==> config.mk <==
export PLATFORM = sky130hd
export DESIGN_NAME = app_mac_acc
export DESIGN_NICKNAME = d
export VERILOG_FILES = /design/src/rtl/app_mac_acc.sv
export SDC_FILE = /design/constraint.sdc
export NUM_CORES = 1
export LEC_CHECK = 0
export CORE_ASPECT_RATIO = 1.25
export CORE_MARGIN = 2
export CORE_UTILIZATION = 53
export DETAILED_ROUTE_END_ITERATION = 10
export PLACE_DENSITY_LB_ADDON = 0.25
export SLEW_MARGIN = 25
export SYNTH_ARGS = -nofsm -noshare
export SYNTH_HDL_FRONTEND = slang
export SYNTH_SLANG_ARGS = --single-unit
==> constraint.sdc <==
create_clock -name clk_w -period 3.5 [get_ports clk_w]
set_input_delay 0.7 -clock clk_w [delete_from_list [all_inputs] [get_ports clk_w]]
set_output_delay 0.7 -clock clk_w [all_outputs]
set_load 0.01 [all_outputs]
==> src/rtl/app_mac_acc.sv <==
// app_mac_acc: sums a programmed number of multiplier products and hands the result on with a valid/ready handshake.
// Build option APP_MAC_SAT_EN: saturate the accumulator on overflow instead of wrapping.
module app_mac_acc #(
    parameter int IN_W  = 32,
    parameter int ACC_W = 40,
    parameter int LEN_W = 8
) (
    input  logic             clk_w,
    input  logic             rst_w,
    input  logic             start_w,
    input  logic [LEN_W-1:0] len_w,
    input  logic [IN_W-1:0]  prod_w,
    input  logic             prod_valid_w,
    output logic             prod_ready_w,
    output logic [ACC_W-1:0] acc_w,
    output logic             acc_valid_w,
    input  logic             acc_ready_w,
    output logic             busy_w,
    output logic             ovf_w
);
    typedef enum logic [1:0] {IDLE, ACC, DONE} state_t;
    state_t           state;
    logic [LEN_W-1:0] count;
    logic [LEN_W-1:0] len_reg;
    logic [ACC_W:0]   sum;
    logic [ACC_W-1:0] next_acc;
    assign sum = {1'b0, acc_w} + {{(ACC_W + 1 - IN_W){1'b0}}, prod_w};
`ifdef APP_MAC_SAT_EN
    assign next_acc = sum[ACC_W] ? '1 : sum[ACC_W-1:0];
`else
    assign next_acc = sum[ACC_W-1:0];
`endif
    always_ff @(posedge clk_w) begin
        if (rst_w) begin
            state        <= IDLE;
            acc_w        <= '0;
            count        <= '0;
            len_reg      <= '0;
            ovf_w        <= 1'b0;
            prod_ready_w <= 1'b0;
            acc_valid_w  <= 1'b0;
            busy_w       <= 1'b0;
        end else begin
            case (state)
                IDLE: if (start_w) begin
                    len_reg      <= len_w;
                    acc_w        <= '0;
                    count        <= '0;
                    ovf_w        <= 1'b0;
                    busy_w       <= 1'b1;
                    state        <= (len_w != '0) ? ACC : DONE;
                    prod_ready_w <= (len_w != '0);
                    acc_valid_w  <= (len_w == '0);
                end
                ACC: if (prod_valid_w) begin
                    acc_w <= next_acc;
                    ovf_w <= ovf_w | sum[ACC_W];
                    count <= count + 1'b1;
                    if (count == len_reg - 1'b1) begin
                        state        <= DONE;
                        prod_ready_w <= 1'b0;
                        acc_valid_w  <= 1'b1;
                    end
                end
                DONE: if (acc_ready_w) begin
                    state       <= IDLE;
                    acc_valid_w <= 1'b0;
                    busy_w      <= 1'b0;
                end
                default: state <= IDLE;
            endcase
        end
    end
endmodule

# --- Yosys cells after proc, flatten, opt, wreduce, memory -nomap -nowiden ---
# Cells that the tools add are included.
word_totals:
  regBits: 62
  elab_cells: 57
  memories: 0
  romBits: 0
  mem_bits_rw: 0
  latchBits: 0
classes:
  shift: 0
  eq_ne: 7
  div: 0
  addsub: 3
  n_mux: 26
  bitwise_logic: 1
  magnitude_cmp: 0
  reduce_logical: 12
  multipliers: 0
ops:
  columns: ["op", "n"]
  rows:
  - ["40-bit 2-to-1 mux", 2]
  - ["40-bit case mux with 2 select lines", 1]
  - ["40-bit by 32-bit adder with 41-bit output", 1]
  - ["8-bit 2-to-1 mux", 2]
  - ["8-bit case mux with 2 select lines", 1]
  - ["1-bit 2-to-1 mux", 10]
  - ["2-bit 2-to-1 mux", 5]
  - ["8-bit by 1-bit adder with 8-bit output (second input constant)", 1]
  - ["8-bit equality test", 1]
  - ["8-bit logical NOT", 1]
  - ["2-bit != test (second input constant)", 4]
  - ["4-bit AND reduction", 2]
  - ["8-bit nonzero test", 1]
  - ["8-bit by 1-bit subtractor with 8-bit output (second input constant)", 1]
  - ["1-bit case mux with 2 select lines", 3]
  - ["2-bit case mux with 3 select lines", 1]
  - ["3-bit AND reduction", 2]
  - ["5-bit AND reduction", 1]
  - ["2-bit nonzero test", 2]
  - ["1-bit case mux with 3 select lines", 1]
  - ["3-bit nonzero test", 1]
  - ["2-bit by 1-bit equality test with 1-bit output (second input constant)", 1]
  - ["2-bit equality test (second input constant)", 1]
  - ["2-bit logical NOT", 1]
  - ["2 further kinds", 2]

# --- Depth between registers and ports, before layout ---
logic_depth:
  depth_word: 5
  mapped_depth: 12
  ltp_nobuf: 10

# --- Worst setup path before layout ---
# Ideal clock, no wire load.
synth_path:
  kind: "input port to flip-flop"
  start: "input port prod_w[0]"
  end: "register acc_w[30]"
  t_arrival_ns: 2.942
  cell_stages: 9
  required_ns: 3.383
  setup_time_ns: 0.117
  slack_ns: 0.440
  path_cell_list: "ha_1 > fa_1 > a211oi_1 > o21ai_0 > a221o_1 > a21o_1 > o21a_1 > or3_1 > a32o_1"
synth_between:
  elab_chain_len: 3
synth_rtl:
  columns: ["element", "line_no", "source"]
  rows:
  - ["from (decl)", "12", "input logic [IN_W-1:0] prod_w,"]
  - ["40-bit by 32-bit adder with 41-bit output", "27", "assign sum = {1'b0, acc_w} + {{(ACC_W + 1 - IN_W){1'b0}}, prod_w};"]
  - ["40-bit 2-to-1 mux", "55", "ACC: if (prod_valid_w) begin"]
  - ["40-bit case mux with 2 select lines", "44", "case (state)"]
  - ["to (signal assigned)", "56", "acc_w <= next_acc;"]
  - ["to (decl)", "15", "output logic [ACC_W-1:0] acc_w,"]
# Every way passes these cells. The select of a mux whose other input is x is not followed.
# A chain may end at the register's enable or synchronous reset.

# --- Final worst setup path ---
layout_path:
  start: "input port prod_w[0]"
  end: "register acc_w[28]"
# The elaborated chain is that of the path after synthesis.

==> flow_summary.yaml <==
route:
  drc: 0
  drtIter0Drc: 215
  ant_nets: 0
  dr.pass1.iters: 6
  viasPerCell: 6.27
  routed_wl_mm: 12.5
  via_count: 4769
  wl_per_cell_microns: 16.4
floorplanning:
  die_x_microns: 86.4
  start_util_pct: 54.5
  io_pins: 89
  rows: 37
  dieArea_sq_um: 9240
  fp.coreArea_sq_um: 8240
  die_height_microns: 107
critical_path:
  path_class: "primary input to flip-flop"
  cp-start-kind: "primary input"
  worst_ep_required_time_ps: 3740
  crit_path_cell_trace: "clkdlybuf4s50_1 > ha_1 > fa_1 > a211oi_2 > o211ai_1 > a41oi_1 > nor4_1 > o31ai_1 > o21ai_1 > xor2_1 > a22o_1"
  max_stage_delay_ps: 420
  crit_arrival_ps: 3510
  crit_slowest_cell: "clkdlybuf4s50_1"
  worst_setup_path_end_kind: "flip-flop"
  crit_fanout: 2
synth:
  synth-edff-count: 0
  yosysWarnings: 0
  syn_avg_cell_area_sq_um: 7.90
  synthCells: 569
  syn_area_sq_um: 4490
  ys_types: 60
  async_flop_share_pct: 0
  yosys-top-cells-area: "dfxtp_1 28%, ha_1 11%, a21oi_1 5.8%"
  synth_top_cell_area_share_pct: 27.6
  yosysSeqAreaShare_pct: 27.6
  synth_seq_cells: 62
  synth_top_area_cell: "dfxtp_1"
  ys.flop_type: "dfxtp_1"
  synth_fp_nets: 653
layout:
  final_nets: 743
  instances_no_fill: 761
  antenna_cells: 0
  final_common_cell: "clkdlybuf4s50_1"
  layout_common_cells: "88 x clkdlybuf4s50_1, 62 x dfxtp_1, 56 x nor2_1"
  utilization_pct: 69.7
  drive_above_1_share_pct: 7.68
  syn2layout_area_growth_pct: 27.8
  largest_register_ff_count: 40
placed_design:
  io_buffer_count: 88
  gp_congestion: 0.954
  post-place-cells: 745
  hpwl_mm: 9.24
cts:
  cts.clk_slew.worst_paths_ps: 80
  clockBufferDepth: 2
  clock-sinks: 62
  clock_latency_ps: 350
  cts-root-buf: "clkbuf_8"
  cts_tree: "built"
  cts_max_level: 3
  tritoncts.num_buffers: 9
global_route:
  grt_pass1_wl_mm: 20.1
  grt-ovfl-total: 0
  track_usage_pct: 26.6
  grt_max_degree: 25
  antenna_found_initial: 0
  grt_pass1_vias: 4570
run_status:
  status: "finished, final reports clean"
power:
  max-vdd-ir-drop_mv: 0.277
  powerDensity_nw_per_um2: 470
  power_mw: 2.70
  static-leakage-power_nw: 2.38
timing:
  whs_ps: 478
  slew_headroom_pct: 54.7
  fin_crit_sh_pct: 93.2
  rsz0062_at_grt: "false"
  setup_violations: 0
  max_freq_mhz: 306
  slew_viol_final: 0
  skew_ps: 11.6
  finalCriticalPeriod_ps: 3260
  hold_violations: 0
  worstMarginPinSlew_ps: 678
hold_path:
  hold_class: "flip-flop to flip-flop"
run:
  drv_cap: 0
==> final timing paths <==
kind	startpoint	end	slack, ps	cells after the start
worst min-delay path	busy_w	busy_w	480	2
worst min register to register	busy_w	busy_w	480	2
worst max register to register	acc_w[0]	acc_w[28]	700	10
worst max-delay path	prod_w[0]	acc_w[28]	240	11
==> cell usage after synthesis, drive strengths merged (11+ instances only) <==
cell and instances:
dfxtp 62, nand4 11, o21ai 27, inv 13
clkbuf 28, ha 38, nor4 11, xnor2 21
a22o 17, a21oi 52, a21o 15, nor2 56
a22oi 15, xor2 22, nand3 24, nand2 51
==> cells by family after synthesis <==
kind of cell	count (synthesis)	synth area share, %
xor+xnor	43	8.38
simple gates	196	21.0
buf+inv	43	3.70
flops	62	27.6
mux	2	0.473
compound gates	184	27.8
fa+ha+maj	39	11.0
==> cell type report <==
cell class,instances,area (sq um)
repair buffers,109,1040
flip-flops and latches,62,1240
fillers,691,2500
clock inverters,7,72.6
well taps,97,121
multi-input cells,464,3100
clock buffers,9,124
inverters,13,48.8
==> what timing repair did <==
action                     in CTS  in global routing
setup buffers                   0                  0
hold buffers                    0                  0
resized for setup               0                  1
hold endpoints to repair        0                  0
setup endpoints to repair       0                  2
==> where the power goes <==
part | total [mW] | internal (mW) | leakage [nW] | switching [mW]
sequential | 0.868 | 0.786 | 0.503 | 0.0819
clock | 0.646 | 0.330 | 0.0956 | 0.317
combinational | 1.18 | 0.503 | 1.78 | 0.681
total | 2.70 | 1.62 | 2.38 | 1.08
==> through the flow <==
stage,instance area [sq um],worst slack [ps],TNS (ps)
after detailed placement,5540,-159,-571
after global routing,5740,22.8,0
final,5740,236,0
after global placement,5540,-125,-300
after CTS,5740,186,0
after floorplan,4490,440,0
==> layer usage <==
metal | track usage [%] | share of wire [%] | vias up
met5 | 0 | 0 | -
met4 | 13.1 | 3.2 | 0
met3 | 3.46 | 5.3 | 38
met2 | 46.8 | 50 | 186
met1 | 31.4 | 41 | 2247
li1 | - | - | 2298
==> critical path: cells and delay by family <==
family,cells,cell delay [ps]
compound gates,6,1420
fa+ha+maj,2,640
buf+inv,1,420
xor+xnor,1,170
simple gates,1,150
No activity file was read; power rests on OpenSTA's default activity.
